$ cat config.mk
export PLATFORM = sky130hd
export DESIGN_NAME = seg_scan_mux
export DESIGN_NICKNAME = d
export VERILOG_FILES = /design/src/rtl/seg_disp_pkg.sv /design/src/rtl/seg_scan_timer.sv /design/src/rtl/seg_scan_mux.sv
export SDC_FILE = /design/constraint.sdc
export NUM_CORES = 1
export LEC_CHECK = 0
export BUFFER_PORTS_ARGS = -buffer_cell sky130_fd_sc_hd__buf_2
export CORE_MARGIN = 2
export CORE_UTILIZATION = 54
export CTS_CLUSTER_DIAMETER = 120
export DETAILED_ROUTE_END_ITERATION = 10
export GPL_TIMING_DRIVEN = 1
export PLACE_DENSITY_LB_ADDON = 0.08
export SYNTH_ARGS = -nofsm -noshare
export SYNTH_HDL_FRONTEND = slang
export SYNTH_SLANG_ARGS = --single-unit
$ cat constraint.sdc
create_clock -name clk -period 2 [get_ports clk]
set_input_delay 0.2 -clock clk [delete_from_list [all_inputs] [get_ports clk]]
set_output_delay 0.2 -clock clk [all_outputs]
set_load 0.01 [all_outputs]
$ cat src/rtl/seg_disp_pkg.sv
// Shared seven-segment display types, used by the scan driver and the
// pattern generator.
//   N_DIG      digits per bank
//   seg_t      one digit's segments {dp,g,f,e,d,c,b,a}, active-low
//   SEG_BLANK  all segments off
//   seg_bank_t one bank of N_DIG digits; byte k is digit k
//   dig_sel()  active-low one-hot digit select for a digit index
package seg_disp_pkg;

  localparam int unsigned N_DIG = 8;
  localparam int unsigned IDX_W = $clog2(N_DIG);

  typedef logic [7:0] seg_t;
  typedef seg_t [N_DIG-1:0] seg_bank_t;

  localparam seg_t SEG_BLANK = 8'hFF;

  function automatic seg_t dig_sel(input logic [IDX_W-1:0] i);
    return ~(seg_t'(1) << i);
  endfunction

endpackage

$ cat src/rtl/seg_scan_timer.sv
// Slot timer for the digit scan.
//   clk, sys_rstn  clock, async active-low reset
//   en             scan enable; low holds the counters at zero
//   idx            digit index currently being scanned
//   in_blank       current cycle is in the anti-ghosting gap (or not running)
//   frame_start    the next cycle is a frame start (cnt=0, idx=0)
// The first enabled edge only arms the timer without advancing it, so the
// cycle after that edge already sits at cnt=0, idx=0 as a frame start.
module seg_scan_timer
  import seg_disp_pkg::*;
#(
  parameter int unsigned DIGIT_CYCLES = 200_000,
  parameter int unsigned BLANK_CYCLES = 2_000
) (
  input  logic             clk,
  input  logic             sys_rstn,
  input  logic             en,
  output logic [IDX_W-1:0] idx,
  output logic             in_blank,
  output logic             frame_start
);

  localparam int unsigned CNT_W = (DIGIT_CYCLES > 1) ? $clog2(DIGIT_CYCLES) : 1;

  logic [CNT_W-1:0] cnt;
  logic             run;
  logic             slot_end;
  logic             cnt_in_gap;

  assign slot_end = (cnt == CNT_W'(DIGIT_CYCLES - 1));

  always_ff @(posedge clk or negedge sys_rstn) begin
    if (!sys_rstn) begin
      cnt <= '0;
      idx <= '0;
      run <= 1'b0;
    end else if (!en) begin
      cnt <= '0;
      idx <= '0;
      run <= 1'b0;
    end else if (!run) begin
      run <= 1'b1;
    end else if (slot_end) begin
      cnt <= '0;
      idx <= idx + IDX_W'(1);
    end else begin
      cnt <= cnt + CNT_W'(1);
    end
  end

  // A zero-length gap would otherwise need an always-false unsigned compare.
  generate
    if (BLANK_CYCLES == 0) begin : g_no_gap
      assign cnt_in_gap = 1'b0;
    end else begin : g_gap
      assign cnt_in_gap = (cnt < CNT_W'(BLANK_CYCLES));
    end
  endgenerate

  assign in_blank    = !run || cnt_in_gap;
  assign frame_start = en && (!run || (slot_end && (idx == IDX_W'(N_DIG - 1))));

endmodule

$ cat src/rtl/seg_scan_mux.sv
// Time-multiplexed scan driver for two 8-digit seven-segment banks.
// Holds a shadow and an active pattern per bank; shadow updates move to the
// active buffer only at a frame start so a rotation never tears across digits.
//   clk, sys_rstn   clock, async active-low reset
//   en              scan enable
//   upd             one-cycle strobe capturing pat1/pat2
//   pat1, pat2      bank patterns, byte k = digit k, active-low segments
//   upd_busy        shadow holds data not yet transferred
//   frame           one-cycle pulse in each frame-start cycle
//   seg_sel         active-low digit select
//   seg_led1/2      bank segments for the selected digit
module seg_scan_mux
  import seg_disp_pkg::*;
#(
  parameter int unsigned DIGIT_CYCLES = 200_000,
  parameter int unsigned BLANK_CYCLES = 2_000
) (
  input  logic        clk,
  input  logic        sys_rstn,
  input  logic        en,
  input  logic        upd,
  input  logic [63:0] pat1,
  input  logic [63:0] pat2,
  output logic        upd_busy,
  output logic        frame,
  output logic [7:0]  seg_sel,
  output logic [7:0]  seg_led1,
  output logic [7:0]  seg_led2
);

  seg_bank_t        act1, act2;
  seg_bank_t        shd1, shd2;
  logic [IDX_W-1:0] idx;
  logic             in_blank;
  logic             frame_start;

  seg_scan_timer #(
    .DIGIT_CYCLES(DIGIT_CYCLES),
    .BLANK_CYCLES(BLANK_CYCLES)
  ) u_timer (
    .clk        (clk),
    .sys_rstn   (sys_rstn),
    .en         (en),
    .idx        (idx),
    .in_blank   (in_blank),
    .frame_start(frame_start)
  );

  // A strobe landing on the frame-start edge goes to the shadow while the
  // old shadow moves to active, so busy stays set for the following frame.
  always_ff @(posedge clk or negedge sys_rstn) begin
    if (!sys_rstn) begin
      act1     <= {N_DIG{SEG_BLANK}};
      act2     <= {N_DIG{SEG_BLANK}};
      shd1     <= {N_DIG{SEG_BLANK}};
      shd2     <= {N_DIG{SEG_BLANK}};
      upd_busy <= 1'b0;
    end else if (en) begin
      if (frame_start && upd_busy) begin
        act1 <= shd1;
        act2 <= shd2;
      end
      if (upd) begin
        shd1     <= pat1;
        shd2     <= pat2;
        upd_busy <= 1'b1;
      end else if (frame_start) begin
        upd_busy <= 1'b0;
      end
    end else if (upd) begin
      act1     <= pat1;
      act2     <= pat2;
      shd1     <= pat1;
      shd2     <= pat2;
      upd_busy <= 1'b0;
    end
  end

  always_ff @(posedge clk or negedge sys_rstn) begin
    if (!sys_rstn) begin
      frame    <= 1'b0;
      seg_sel  <= SEG_BLANK;
      seg_led1 <= SEG_BLANK;
      seg_led2 <= SEG_BLANK;
    end else begin
      frame <= frame_start;
      if (in_blank) begin
        seg_sel  <= SEG_BLANK;
        seg_led1 <= SEG_BLANK;
        seg_led2 <= SEG_BLANK;
      end else begin
        seg_sel  <= dig_sel(idx);
        seg_led1 <= act1[idx];
        seg_led2 <= act2[idx];
      end
    end
  end

endmodule

### After elaboration in Yosys (flattened, before gate mapping)

Cells that the tools add are included.
W data, S select, Z words.

* add/sub/neg operators: 2
* magnitude comparators: 2
* equality and inequality tests: 5
* shift operators: 1
* mux-type cells: 24
* bitwise operators: 1
* reductions and logical operators: 11

Operators by type and width (count)
* $mux W64: 6
* $mux W18: 3
* $bmux W8 S3: 2
* $mux W8: 5
* $add A18 B1 Y18 const B: 1
* $eq A18 B18 Y1 const B: 1
* $lt A18 B11 Y1 const B: 1
* $mux W3: 3
* $not A8 Y8: 1
* $shl A1 B3 Y8 const A: 1
* $ne A2 B1 Y1 const B: 3
* $reduce_and A2 Y1: 3
* $mux W1: 5
* $lt A3 B4 Y1 const B: 1
* $reduce_bool A2 Y1: 2
* $add A3 B1 Y3 const B: 1
* $eq A3 B3 Y1 const B: 1
* $logic_and A1 B1 Y1: 3
* $logic_or A1 B1 Y1: 2
* $logic_not A1 Y1: 1

* register bits after elaboration: 304
* bits of input ports: 132

### Logic depth before layout (Yosys ltp)

Gate-level depths: netlist (run 1).

* word-level depth: 7
* depth in mapped cells: 8
* depth with buffers taken out: 6

### Hierarchy

A second synthesis (run 1) with hierarchy kept.

* cell total of the unflattened synthesis: 1010
* area total of the unflattened synthesis: 14561.5 um^2

Modules (own cells, without submodules)
* seg_scan_mux: instances 1, cells each 869, area an instance 13236.4 um^2
* seg_scan_timer: instances 1, cells each 141, area an instance 1325.0 um^2

### Worst setup path after synthesis (run 1)

No wires, ideal clock.

* path kind: register to register
* start point: register u_timer.cnt[12]
* end point: register act2[21] in the netlist's numbering
* arrival: 1824 ps
* data required time: 1913 ps
* setup slack: 89 ps
* cell stages (with the launch flop): 8
* path buffers: 3
* cells stage by stage: dfrtp_1 > buf_6 > or4_4 > nor3_4 > a31o_4 > buf_12 > buf_12 > a22oi_4

* cells in the longest elaborated chain, start to end: 7

Ends and longest elaborated chain
* from (decl): line seg_scan_timer.sv:25 `logic [CNT_W-1:0] cnt;`
* from (signal assigned): line seg_scan_timer.sv:47 `cnt <= cnt + CNT_W'(1);`
* $eq A18 B18 Y1: line seg_scan_timer.sv:30 `assign slot_end = (cnt == CNT_W'(DIGIT_CYCLES - 1));`
* $logic_and A1 B1 Y1: line seg_scan_timer.sv:61 `assign frame_start = en && (!run || (slot_end && (idx == IDX_W'(N_DIG - 1))));`
* $logic_or A1 B1 Y1: line seg_scan_timer.sv:61
* $logic_and A1 B1 Y1: line seg_scan_timer.sv:61
* $logic_and A1 B1 Y1: line seg_scan_mux.sv:59 `if (frame_start && upd_busy) begin`
* $ne A2 B1 Y1 (no source line)
* $reduce_and A2 Y1 (no source line)
* to (signal assigned): line seg_scan_mux.sv:54 `act2 <= {N_DIG{SEG_BLANK}};`
* to (signal assigned): line seg_scan_mux.sv:72 `act2 <= pat2;`
* to (decl): line seg_scan_mux.sv:31 `seg_bank_t act1, act2;`

No other way between the ends.
A chain may end at the register's enable or synchronous reset.

### Worst setup path after layout (run 1)

* start point: register u_timer.cnt[14]
* end point: register act1[22] in the netlist's numbering

* cells in the longest elaborated chain, start to end: 7

Ends and longest elaborated chain
* $eq A18 B18 Y1: line seg_scan_timer.sv:30
* $logic_and A1 B1 Y1: line seg_scan_timer.sv:61
* $logic_or A1 B1 Y1: line seg_scan_timer.sv:61
* $logic_and A1 B1 Y1: line seg_scan_timer.sv:61
* $logic_and A1 B1 Y1: line seg_scan_mux.sv:59
* $ne A2 B1 Y1 (no source line)
* $reduce_and A2 Y1 (no source line)
* to (signal assigned): line seg_scan_mux.sv:53 `act1 <= {N_DIG{SEG_BLANK}};`
* to (signal assigned): line seg_scan_mux.sv:71 `act1 <= pat1;`
* to (decl): line seg_scan_mux.sv:31

No other way between the ends.

==> tab_implementation.tex, run 1 <==
\begin{tabular}{lr}
\hline
Metric & Value \\
\hline
\multicolumn{2}{l}{\textbf{STA}} \\
\quad Setup ws final & -0.0122 ns \\
\quad Slew at the pin closest to its max-slew limit & 0.773 ns \\
\quad Worst Hold Slack & 0.0664 ns \\
\quad Finish-stage setup viols & 14 \\
\quad Post-layout min period & 2.01 ns \\
\quad Clock Skew & 0.0111 ns \\
\quad Tightest slew margin relative to the limit & 48.5\% \\
\quad Final max-slew violation count & 0 \\
\quad RSZ-0062 raised after global routing & true \\
\quad Final period util & 101\% \\
\quad Final hold violation count & 0 \\
\quad Maximum frequency from static timing analysis & 497 MHz \\
\multicolumn{2}{l}{\textbf{Cells and area}} \\
\quad Net count, final & 1,589 \\
\quad Number of inserted diodes & 0 \\
\quad Layout overhead on the synthesized area & 26.8\% \\
\quad Share of final-layout standard cells stronger than drive strength 1 & 59.1\% \\
\quad Share of the core filled with cells in the final layout & 69.8\% \\
\quad Filler cell count in the final layout & 1,980 \\
\multicolumn{2}{l}{\textbf{CTS}} \\
\quad TritonCTS Buffers & 34 \\
\quad Max H-tree Level & 2 \\
\quad Clock root buffer & sky130\_fd\_sc\_hd\_\_clkbuf\_16 \\
\quad CTS sink cnt & 304 \\
\quad Clock Tree Buf Depth & 3 \\
\quad Worst-path clk slew & 0.06 ns \\
\quad Clock latency on the worst-skew pair & 0.51 ns \\
\quad TritonCTS clock tree & done \\
\multicolumn{2}{l}{\textbf{Detailed routing}} \\
\quad Average wire per standard cell & 20.5 microns \\
\quad Wire length after detailed routing & 37,800 microns \\
\quad Iteration-0 DRC count of the detailed router & 730 \\
\quad Number of iterations in the first detailed-routing pass & 5 \\
\quad Avg Vias per Cell & 5.65 \\
\quad Number of vias in the routed layout & 10,400 \\
\quad Drt drc & 0 \\
\quad Post-route antenna net violation count & 0 \\
\multicolumn{2}{l}{\textbf{Synth}} \\
\quad Cell count after synthesis & 1,141 \\
\quad Sequential cell area fraction in the yosys report & 51.9\% \\
\quad Yosys warning total & 0 \\
\quad Mean post-synth cell area & 13.4 sq um \\
\quad Cell area after synthesis & 15,300 sq um \\
\quad Post-synth EDFFs & 0 \\
\quad Post-Synthesis Net Count & 1,280 \\
\quad Distinct cells, synth & 62 \\
\quad Fraction of registers with async set or reset after synthesis & 100\% \\
\quad Flip-flop cell with the highest count after synthesis & sky130\_fd\_sc\_hd\_\_dfstp\_2 \\
\quad Synth Register Bits & 304 \\
\multicolumn{2}{l}{\textbf{Global routing}} \\
\quad Initial antenna violation count & 0 \\
\quad Wire length of the first global-routing pass & 57,700 microns \\
\quad Pin count of the biggest net entering global routing & 131 \\
\quad GRT Overall Usage & 25.1\% \\
\quad GRT Residual Overflow & 0 \\
\quad Via count of the first global-routing pass & 10,400 \\
\multicolumn{2}{l}{\textbf{Power and ir drop}} \\
\quad Power per standard cell area & 870 nW/um\^{}2 \\
\quad Clock power share & 36.7\% \\
\quad Worst voltage drop across the vdd grid & 597 uV \\
\quad Net switching fraction of the power & 24.9\% \\
\quad Internal & 12.7 mW \\
\quad Lkg Pwr & 7.92 nW \\
\quad Part of the total power dissipated in combinational logic & 16.5\% \\
\quad Final Total Pwr & 16.9 mW \\
\quad Sequential power share & 46.8\% \\
\quad Net switching component of the power & 4.21 mW \\
\multicolumn{2}{l}{\textbf{Placed design}} \\
\quad Hpwl dp & 23,400 microns \\
\quad RD Place Congestion & 0.890 \\
\quad Number of port buffers & 157 \\
\multicolumn{2}{l}{\textbf{Die}} \\
\quad Die Area & 29,700 sq um \\
\quad Starting density of the core & 55.0\% \\
\quad FP Rows & 61 \\
\quad Core area & 27,900 sq um \\
\quad Chip Height & 172 microns \\
\quad Width of the die & 172 microns \\
\quad IO Pins & 158 \\
\multicolumn{2}{l}{\textbf{Worst setup path}} \\
\quad Cell-by-cell listing of the critical path & or4\_4 > nor3\_4 > a31o\_4 > buf\_6 > clkbuf\_16 > a22oi\_2 \\
\quad Data required, critical path & 2.43 ns \\
\quad Kind of capture point of the worst setup path & flip-flop \\
\quad Startpoint Class & flip-flop \\
\quad Largest stage delay on the critical path & 0.56 ns \\
\quad Crit Path Category & reg2reg \\
\quad Slowest cell on crit path & sky130\_fd\_sc\_hd\_\_or4\_4 \\
\quad CP Max Fanout & 8 \\
\quad Arrival time at the worst endpoint & 2.44 ns \\
\multicolumn{2}{l}{\textbf{Worst hold path}} \\
\quad Hold WC Path Type & in2reg \\
\multicolumn{2}{l}{\textbf{Flow run}} \\
\quad Max cap viols & 0 \\
\multicolumn{2}{l}{\textbf{Status}} \\
\quad Violations in the final reports & setup timing \\
\quad Result of the run & finished with violations \\
\hline
\end{tabular}
cell usage after synthesis, types with 3 or more instances:
library cell | number | area share [%]
sky130_fd_sc_hd__or3_1 | 5 | 0.20
sky130_fd_sc_hd__nand4b_1 | 4 | 0.23
sky130_fd_sc_hd__buf_8 | 10 | 0.98
sky130_fd_sc_hd__o2111ai_1 | 4 | 0.23
sky130_fd_sc_hd__nand4_1 | 10 | 0.41
sky130_fd_sc_hd__dfrtp_1 | 24 | 3.9
sky130_fd_sc_hd__nand2_1 | 49 | 1.2
sky130_fd_sc_hd__mux2_2 | 129 | 9.5
sky130_fd_sc_hd__clkbuf_2 | 3 | 0.098
sky130_fd_sc_hd__buf_2 | 5 | 0.16
sky130_fd_sc_hd__buf_1 | 4 | 0.098
sky130_fd_sc_hd__clkbuf_1 | 51 | 1.2
sky130_fd_sc_hd__o21ai_0 | 8 | 0.26
sky130_fd_sc_hd__nor2_1 | 136 | 3.3
sky130_fd_sc_hd__mux4_2 | 32 | 4.7
sky130_fd_sc_hd__a22oi_1 | 21 | 1.0
sky130_fd_sc_hd__buf_12 | 12 | 1.6
sky130_fd_sc_hd__ha_1 | 7 | 0.57
sky130_fd_sc_hd__and2_1 | 3 | 0.12
sky130_fd_sc_hd__and3_1 | 3 | 0.12
sky130_fd_sc_hd__a31oi_1 | 3 | 0.12
sky130_fd_sc_hd__inv_1 | 7 | 0.17
sky130_fd_sc_hd__nand3_1 | 31 | 1.0
sky130_fd_sc_hd__xnor2_1 | 3 | 0.17
sky130_fd_sc_hd__a21oi_1 | 9 | 0.29
sky130_fd_sc_hd__dfstp_2 | 280 | 48
sky130_fd_sc_hd__a22oi_2 | 105 | 8.6
sky130_fd_sc_hd__nor3_1 | 3 | 0.098
sky130_fd_sc_hd__nor4_1 | 3 | 0.12
sky130_fd_sc_hd__buf_6 | 8 | 0.59
sky130_fd_sc_hd__mux2i_1 | 128 | 8.4
per-layer routing:
metal	vias to the layer above	wire, microns	share of wire, %	GRT usage, %
met3	51	1620	4.3	4.12
li1	4792	-	-	-
met2	243	18000	48	39.5
met4	0	858	2.3	6.58
met5	-	0	0	0
met1	5348	17300	46	36.3
worst max-delay path: cells and delay by family (launching register included):
family / cells / cell delay [ns]
AND/OR/NAND/NOR: 2 / 0.86
flip-flops: 1 / 0.38
AO/OA/AOI/OAI: 2 / 0.37
buffers and inverters: 2 / 0.33
state kept, by name, summed over array words and instances, names as in the netlist:
| signal | flops |
|---|---|
| seg_led1 | 8 |
| u_timer.cnt | 18 |
| u_timer.idx | 3 |
| seg_led2 | 8 |
| seg_sel | 8 |
| upd_busy | 1 |
| shd2 | 64 |
| shd1 | 64 |
| act1 | 64 |
| u_timer.run | 1 |
| act2 | 64 |
| frame | 1 |
through the flow:
| stage | cells | area (sq um) | setup slack (ns) | setup TNS [ns] |
|---|---|---|---|---|
| after global routing | 1848 | 19400 | -0.0840 | -6.96 |
| after CTS | 1834 | 19100 | -0.0442 | -1.58 |
| final | 1848 | 19400 | -0.0122 | -0.0564 |
| after detailed placement | 1647 | 16600 | -0.0478 | -0.747 |
| after global placement | 1647 | 16600 | -0.0172 | -0.321 |
| after floorplan | 1141 | 15300 | 0.0887 | 0 |
cell usage in the layout, fill, tap and decap left out, drive strengths merged, types with 9 or more instances in the layout:
cell type	instances
a21oi	9
a22oi	128
buf	234
clkbuf	54
dfrtp	24
dfstp	280
dlygate4sd3	129
mux2	129
mux2i	128
mux4	32
nand2	49
nand3	32
nand4	10
nor2	136
o21ai	9
layout make-up:
class / instances / area (sq um) / area share [%]
sequential: 304 / 7960 / 41.0
multi-input combinational: 733 / 6690 / 34.4
timing repair buffer: 370 / 3180 / 16.4
clock buffer: 47 / 1000 / 5.17
tap: 378 / 473 / 2.43
clock inverter: 9 / 95.1 / 0.489
inverter: 7 / 26.3 / 0.135
timing repair:
item | in CTS | in global routing
pin swaps | 7 | 14
endpoints found under the setup margin | 57 | 128
cloned | 0 | 9
setup buffers | 2 | 5
hold endpoints to repair | 140 | 0
hold buffers | 129 | 0
gates resized for setup | 3 | 27
power groups by stage:
| stage | clock [mW] | combinational (mW) | sequential (mW) |
|---|---|---|---|
| after floorplan | 0 | 1.74 | 7.86 |
| after global placement | 0 | 2.42 | 7.95 |
| after detailed placement | 0 | 2.48 | 7.98 |
| after CTS | 6.32 | 2.69 | 7.90 |
| after global routing | 6.59 | 3.04 | 8.00 |
| final | 6.21 | 2.79 | 7.91 |
kinds of logic (layout without fill, tap and decap cells):
family / after synthesis / in the layout / share of synthesized area (%)
flip-flops: 304 / 304 / 51.9
adder cells (fa/ha/maj): 7 / 7 / 0.571
buffers and inverters: 104 / 433 / 5.16
AND/OR/NAND/NOR: 266 / 266 / 7.94
XOR/XNOR: 5 / 5 / 0.286
AO/OA/AOI/OAI: 166 / 166 / 11.6
multiplexers: 289 / 289 / 22.5
path summary, 6_finish.rpt:
check | to | start | cells past startpoint | slack (ns)
worst min-delay path | upd_busy | upd | 4 | 0.07
max in group asynchronous | act2[45] | sys_rstn | 3 | 0.98
worst max register to register | act1[22] | u_timer.cnt[14] | 6 | -0.01
worst max-delay path | act1[22] | u_timer.cnt[14] | 6 | -0.01
worst min register to register | act1[36] | act1[36] | 2 | 0.53
min in group asynchronous | u_timer.cnt[16] | sys_rstn | 2 | 0.30
(Power assumes the default switching activity.)
==> run 2: changes to the inputs <==
Settings changed: TNS_END_PERCENT set to 10.
==> run 2 against run 1 <==
The run still ends with setup timing left. Non-clock buffer count decreased by 2. Largest cell class unchanged. Largest power group unchanged. Setup slack is essentially flat. Design area fell by 0.26%. Sequential power barely moved. Worst hold slack gained 0.0066 ns. Combinational power is essentially flat. Die area did not move. Highest routed layer unchanged. Clock-buffer cell count did not move. Via count shrank 0.38%. Register-to-register slack about the same.
==> tab_implementation.tex, run 2 (same netlist as run 1, synthesis figures left out) <==
\begin{tabular}{lr}
\hline
Metric & Value \\
\hline
\multicolumn{2}{l}{\textbf{Placed design}} \\
\quad RD Place Congestion & 0.890 (unchanged) \\
\quad Number of port buffers & 157 (unchanged) \\
\quad Hpwl dp & 23,400 microns (unchanged) \\
\multicolumn{2}{l}{\textbf{STA}} \\
\quad Post-layout min period & 2.01 ns (-0.000447 ns) \\
\quad Final hold violation count & 0 (unchanged) \\
\quad Final period util & 101\% (about the same) \\
\quad Clock Skew & 0.0123 ns (+0.00117 ns) \\
\quad Setup ws final & -0.0117 ns (+0.000447 ns) \\
\quad Finish-stage setup viols & 20 (+6) \\
\quad Tightest slew margin relative to the limit & 48.4\% (about the same) \\
\quad Final max-slew violation count & 0 (unchanged) \\
\quad RSZ-0062 raised after global routing & true \\
\quad Slew at the pin closest to its max-slew limit & 0.774 ns (+0.000712 ns) \\
\quad Maximum frequency from static timing analysis & 497 MHz (about the same) \\
\multicolumn{2}{l}{\textbf{Worst setup path}} \\
\quad Crit Path Category & reg2reg \\
\quad R2R setup slack & -0.01 ns (about the same) \\
\quad Critical Path Start & u\_timer.cnt[14] \\
\quad Worst flop-to-flop path startpoint & u\_timer.cnt[14] \\
\quad Startpoint Class & flip-flop \\
\quad CP Max Fanout & 8 (unchanged) \\
\quad Worst r2r dst & act1[22] \\
\quad Data required, critical path & 2.43 ns (about the same) \\
\quad Register-to-Register Path Depth & 6 (unchanged) \\
\quad Kind of capture point of the worst setup path & flip-flop \\
\quad Arrival time at the worst endpoint & 2.44 ns (about the same) \\
\multicolumn{2}{l}{\textbf{Die}} \\
\quad IO Pins & 158 (unchanged) \\
\quad FP Rows & 61 (unchanged) \\
\quad Die Area & 29,700 sq um (unchanged) \\
\quad Chip Height & 172 microns (unchanged) \\
\quad Starting density of the core & 55.0\% (unchanged) \\
\quad Width of the die & 172 microns (unchanged) \\
\quad Core area & 27,900 sq um (unchanged) \\
\multicolumn{2}{l}{\textbf{Global routing}} \\
\quad GRT Residual Overflow & 0 (unchanged) \\
\quad Wire length of the first global-routing pass & 57,700 microns (about the same) \\
\quad Pin count of the biggest net entering global routing & 131 (unchanged) \\
\quad Via count of the first global-routing pass & 10,400 (unchanged) \\
\quad Initial antenna violation count & 0 (unchanged) \\
\quad GRT Overall Usage & 25.1\% (unchanged) \\
\multicolumn{2}{l}{\textbf{CTS}} \\
\quad Max H-tree Level & 2 (unchanged) \\
\quad Worst-path clk slew & 0.06 ns (about the same) \\
\quad Clock latency on the worst-skew pair & 0.51 ns (about the same) \\
\quad Clock Tree Buf Depth & 3 (unchanged) \\
\quad Clock root buffer & sky130\_fd\_sc\_hd\_\_clkbuf\_16 \\
\quad TritonCTS Buffers & 34 (unchanged) \\
\quad CTS sink cnt & 304 (unchanged) \\
\quad TritonCTS clock tree & done \\
\multicolumn{2}{l}{\textbf{Power and ir drop}} \\
\quad Final Total Pwr & 16.9 mW (-0.11\%) \\
\quad Power per standard cell area & 872 nW/um\^{}2 (+0.15\%) \\
\quad Worst voltage drop across the vdd grid & 597 uV (about the same) \\
\quad Lkg Pwr & 7.89 nW (-0.34\%) \\
\multicolumn{2}{l}{\textbf{Status}} \\
\quad Violations in the final reports & setup timing \\
\quad Result of the run & finished with violations \\
\multicolumn{2}{l}{\textbf{Cells and area}} \\
\quad Filler cell count in the final layout & 1,986 (+0.30\%) \\
\quad Net count, final & 1,587 (-0.13\%) \\
\quad Share of the core filled with cells in the final layout & 69.6\% (-0.18 points) \\
\quad Area of the multi-input gates & 6690 sq um (unchanged) \\
\quad Layout overhead on the synthesized area & 26.5\% \\
\quad Commonest cells after routing, fill and taps aside & sky130\_fd\_sc\_hd\_\_dfstp\_2, sky130\_fd\_sc\_hd\_\_buf\_2, sky130\_fd\_sc\_hd\_\_nor2\_1, sky130\_fd\_sc\_hd\_\_mux2\_2, sky130\_fd\_sc\_hd\_\_dlygate4sd3\_1 \\
\quad Share of final-layout standard cells stronger than drive strength 1 & 59.1\% (about the same) \\
\quad Area used by sequential logic in the layout & 7960 sq um (unchanged) \\
\quad Leading cell type in the layout, fill and taps excluded & sky130\_fd\_sc\_hd\_\_dfstp\_2 \\
\quad Number of inserted diodes & 0 (unchanged) \\
\multicolumn{2}{l}{\textbf{Worst hold path}} \\
\quad Hold WC Path Type & in2reg \\
\quad Number of instances on the worst hold path & 4 (unchanged) \\
\quad Worst Hold End & upd\_busy \\
\quad Hold\_sp & upd \\
\multicolumn{2}{l}{\textbf{Detailed routing}} \\
\quad Average wire per standard cell & 20.3 microns (-1.0\%) \\
\quad Number of vias in the routed layout & 10,400 (-0.38\%) \\
\quad Wire length after detailed routing & 37,400 microns (-1.1\%) \\
\quad Drt drc & 0 (unchanged) \\
\quad Avg Vias per Cell & 5.63 (-0.28\%) \\
\quad Iteration-0 DRC count of the detailed router & 771 (+5.6\%) \\
\quad Number of iterations in the first detailed-routing pass & 5 (unchanged) \\
\quad Post-route antenna net violation count & 0 (unchanged) \\
\multicolumn{2}{l}{\textbf{Flow run}} \\
\quad Max cap viols & 0 (unchanged) \\
\hline
\end{tabular}
[run 2: changes by cell type in the layout (fill, tap and decap cells not counted), sizes merged]
cell / change
clkbuf: -1
buf: -1
[run 2: cell type report]
type	instances	area share, %
clock buffer	47	5.18
multi-input combinational	733	34.5
tap	378	2.44
sequential	304	41.1
clock inverter	9	0.491
inverter	7	0.136
timing repair buffer	368	16.2
[run 2: metal layers]
metal  GRT usage [%]  up-vias  part of all wire [%]
li1                -     4794                     -
met1            36.2     5329                    46
met2            39.4      214                    48
met3            4.21       57                   3.8
met4            6.83        0                   2.6
met5               0        -                     0
[run 2: power by group]
group	internal, mW	switching [mW]	total, mW
clock network	3.75	2.45	6.20
logic	1.45	1.34	2.79
registers	7.49	0.411	7.90
total	12.7	4.20	16.9
[run 2: worst max-delay path by stage]
| stage | slack, ns | to | depth (start not counted) |
|---|---|---|---|
| floorplan | 0.09 | act2[21] | 7 |
| global placement | -0.02 | act1[2] | 6 |
| detailed placement | -0.05 | act1[2] | 6 |
| CTS | -0.04 | act2[48] | 5 |
| global route | -0.08 | act1[53] | 6 |
| finish | -0.01 | act1[22] | 6 |
[run 2: what timing repair did]
action / in CTS / in global routing
cloned: 0 / 7
setup buffers: 2 / 5
pin swaps: 7 / 13
hold buffers: 129 / 0
resized for setup: 3 / 24
endpoints found under the hold margin: 140 / 0
setup endpoints to repair: 57 / 128
[run 2: critical path, cell delays in order, from the launching register on]
cell	delay (ns)
sky130_fd_sc_hd__dfrtp_1	0.38
sky130_fd_sc_hd__or4_4	0.56
sky130_fd_sc_hd__nor3_4	0.30
sky130_fd_sc_hd__a31o_4	0.29
sky130_fd_sc_hd__buf_6	0.16
sky130_fd_sc_hd__clkbuf_16	0.17
sky130_fd_sc_hd__a22oi_2	0.08
[run 2: per-stage QoR]
stage	setup slack [ns]	std cells	hold slack [ns]	cell area, sq um	TNS (ns)
6_report	-0.0117	1846	0.0730	19400	-0.0805
3_5_place_dp	-0.0478	1647	0.248	16600	-0.747
5_1_grt	-0.0791	1846	0.0889	19400	-6.49
4_1_cts	-0.0442	1834	0.0516	19100	-1.58
3_3_place_gp	-0.0172	1647	0.244	16600	-0.321
2_1_floorplan	0.0887	1141	-0.0956	15300	0
==> run 3: changes to the inputs <==
Settings changed: PLACE_DENSITY_LB_ADDON 0.08 to 0.1.
==> run 3 against run 2 <==
The flow still finishes with violations (setup timing). Sequential power about the same. First-iteration DRC count decreased by 5.6%. Sequential share of layout area rose by 0.75 points. Highest routed layer unchanged.
==> tab_implementation.tex, run 3 (same netlist as run 1, synthesis figures left out) <==
\begin{tabular}{lr}
\hline
Metric & Value \\
\hline
\multicolumn{2}{l}{\textbf{Status}} \\
\quad Result of the run & finished with violations \\
\quad Violations in the final reports & setup timing \\
\multicolumn{2}{l}{\textbf{CTS}} \\
\quad Clock root buffer & sky130\_fd\_sc\_hd\_\_clkbuf\_16 \\
\quad Max H-tree Level & 2 (unchanged) \\
\quad TritonCTS clock tree & done \\
\quad TritonCTS Buffers & 35 (+2.9\%) \\
\quad Clock latency on the worst-skew pair & 0.51 ns (about the same) \\
\quad Worst-path clk slew & 0.06 ns (about the same) \\
\quad CTS sink cnt & 304 (unchanged) \\
\quad Clock Tree Buf Depth & 3 (unchanged) \\
\multicolumn{2}{l}{\textbf{Die}} \\
\quad Die Area & 29,700 sq um (unchanged) \\
\quad IO Pins & 158 (unchanged) \\
\quad FP Rows & 61 (unchanged) \\
\quad Width of the die & 172 microns (unchanged) \\
\quad Core area & 27,900 sq um (unchanged) \\
\quad Starting density of the core & 55.0\% (unchanged) \\
\quad Chip Height & 172 microns (unchanged) \\
\multicolumn{2}{l}{\textbf{STA}} \\
\quad Post-layout min period & 2.02 ns (+0.0104 ns) \\
\quad Final period util & 101\% (+0.52 points) \\
\quad Clock Skew & 0.0136 ns (+0.00133 ns) \\
\quad Maximum frequency from static timing analysis & 495 MHz (-0.52\%) \\
\quad Final hold violation count & 0 (unchanged) \\
\quad Final max-slew violation count & 0 (unchanged) \\
\quad RSZ-0062 raised after global routing & true \\
\quad Slew at the pin closest to its max-slew limit & 0.603 ns (-0.171 ns) \\
\quad Setup ws final & -0.0222 ns (-0.0104 ns) \\
\quad Finish-stage setup viols & 29 (+45\%) \\
\quad Worst Hold Slack & 0.0456 ns (-0.0274 ns) \\
\quad Tightest slew margin relative to the limit & 59.8\% (+11 points) \\
\multicolumn{2}{l}{\textbf{Worst setup path}} \\
\quad R2R setup slack & -0.02 ns (about the same) \\
\quad Largest stage delay on the critical path & 0.57 ns (about the same) \\
\quad Buffering stage count on the worst path with inverters included & 2 (unchanged) \\
\quad CP delay by family, top & simple AND/OR/NAND/NOR gates \\
\quad Setup crit end & act2[28] \\
\quad Worst r2r dst & act2[28] \\
\quad Cell-by-cell listing of the critical path & or4bb\_4 > nor3\_4 > a31o\_4 > buf\_4 > buf\_8 > a22oi\_2 \\
\quad Worst path depth & 6 (unchanged) \\
\quad Data required, critical path & 2.42 ns (about the same) \\
\quad Critical Path Start & u\_timer.cnt[6] \\
\quad Register-to-Register Path Depth & 6 (unchanged) \\
\quad Arrival time at the worst endpoint & 2.44 ns (about the same) \\
\quad Kind of capture point of the worst setup path & flip-flop \\
\quad Startpoint Class & flip-flop \\
\quad CP Max Fanout & 10 (+2) \\
\quad Crit Path Category & reg2reg \\
\quad Worst flop-to-flop path startpoint & u\_timer.cnt[6] \\
\quad Slowest cell on crit path & sky130\_fd\_sc\_hd\_\_or4bb\_4 \\
\multicolumn{2}{l}{\textbf{Cells and area}} \\
\quad Share of final-layout standard cells stronger than drive strength 1 & 57.2\% (-1.9 points) \\
\quad Net count, final & 1,566 (-1.3\%) \\
\quad Commonest cells after routing, fill and taps aside & sky130\_fd\_sc\_hd\_\_dfstp\_2, sky130\_fd\_sc\_hd\_\_buf\_2, sky130\_fd\_sc\_hd\_\_nor2\_1, sky130\_fd\_sc\_hd\_\_dlygate4sd3\_1, sky130\_fd\_sc\_hd\_\_mux2\_2 \\
\quad Layout overhead on the synthesized area & 24.2\% \\
\quad Leading cell type in the layout, fill and taps excluded & sky130\_fd\_sc\_hd\_\_dfstp\_2 \\
\quad Number of inserted diodes & 0 (unchanged) \\
\multicolumn{2}{l}{\textbf{Power and ir drop}} \\
\quad Worst voltage drop across the vdd grid & 674 uV (+13\%) \\
\quad Final Total Pwr & 16.7 mW (-1.4\%) \\
\quad Lkg Pwr & 7.72 nW (-2.2\%) \\
\quad Power per standard cell area & 875 nW/um\^{}2 (+0.44\%) \\
\multicolumn{2}{l}{\textbf{Placed design}} \\
\quad RD Place Congestion & 0.867 (-2.6\%) \\
\quad Number of port buffers & 157 (unchanged) \\
\quad Hpwl dp & 22,700 microns (-3.1\%) \\
\multicolumn{2}{l}{\textbf{Detailed routing}} \\
\quad Number of iterations in the first detailed-routing pass & 7 (+2) \\
\quad Drt drc & 0 (unchanged) \\
\quad Iteration-0 DRC count of the detailed router & 728 (-5.6\%) \\
\quad Average wire per standard cell & 19.9 microns (-1.7\%) \\
\quad Wire length after detailed routing & 36,400 microns (-2.7\%) \\
\quad Avg Vias per Cell & 5.57 (-1.0\%) \\
\quad Post-route antenna net violation count & 0 (unchanged) \\
\quad Number of vias in the routed layout & 10,200 (-2.1\%) \\
\multicolumn{2}{l}{\textbf{Global routing}} \\
\quad Wire length of the first global-routing pass & 56,000 microns (-3.0\%) \\
\quad GRT Residual Overflow & 0 (unchanged) \\
\quad Pin count of the biggest net entering global routing & 101 (-23\%) \\
\quad Initial antenna violation count & 0 (unchanged) \\
\quad GRT Overall Usage & 24.3\% (-0.80 points) \\
\quad Via count of the first global-routing pass & 10,400 (+0.25\%) \\
\multicolumn{2}{l}{\textbf{Flow run}} \\
\quad Max cap viols & 0 (unchanged) \\
\multicolumn{2}{l}{\textbf{Worst hold path}} \\
\quad Hold WC Path Type & in2reg \\
\hline
\end{tabular}
run 3: repair_timing:
action	in CTS	in global routing
setup buffers	0	6
pin swaps	1	3
gates cloned	0	5
gates resized for setup	0	12
hold endpoints to repair	177	0
hold buffers	130	0
endpoints found under the setup margin	85	134
run 3: cell type report:
class / count / area, sq um
clock buffers: 50 / 995
clock inverters: 8 / 76.3
fillers: 2032 / 8830
inverters: 7 / 26.3
multi-input cells: 733 / 6620
flip-flops and latches: 304 / 7960
well taps: 378 / 473
repair buffers: 346 / 2880
run 3: tightest hold or removal path, delay by kind of cell:
family | cells | cell delay, ns
buffers and inverters | 2 | 0.23
AOI/OAI and AO/OA | 1 | 0.07
run 3: where the power goes:
group / switching (mW) / internal (mW) / leakage [nW] / total, mW
Combinational: 1.31 / 1.41 / 3.93 / 2.72
Sequential: 0.403 / 7.49 / 3.27 / 7.90
Clock: 2.46 / 3.58 / 0.514 / 6.04
Total: 4.17 / 12.5 / 7.72 / 16.7
run 3: metrics by stage:
| stage | util [%] | setup WS [ns] | area, sq um | setup TNS [ns] | std cells |
|---|---|---|---|---|---|
| after global routing | 68.3 | -0.0422 | 19000 | -2.70 | 1826 |
| after CTS | 67.5 | -0.0350 | 18800 | -1.32 | 1815 |
| final | 68.3 | -0.0222 | 19000 | -0.338 | 1826 |
| after global placement | 59.0 | 0.00822 | 16400 | 0 | 1627 |
| after detailed placement | 59.0 | -0.0289 | 16400 | -0.731 | 1627 |
| after floorplan | - | 0.0887 | 15300 | 0 | 1141 |
run 3: per-layer routing:
metal | GRT usage, % | share of wire, % | wire length (microns)
met1 | 34.5 | 46 | 16900
met2 | 39.1 | 47 | 17100
met3 | 3.71 | 4.4 | 1610
met4 | 6.50 | 2.1 | 770
met5 | 0 | 0 | 0
run 3: worst min-delay path by stage:
stage	startpoint	slack, ns	cells after the start	end
4_1_cts	upd	0.03	3	upd_busy
6_report	upd	0.05	3	upd_busy
3_3_place_gp	sys_rstn	0.09	1	u_timer.cnt[14]
2_1_floorplan	sys_rstn	-0.1	0	frame
3_5_place_dp	sys_rstn	0.09	1	u_timer.cnt[14]
5_1_grt	upd	0.05	3	upd_busy
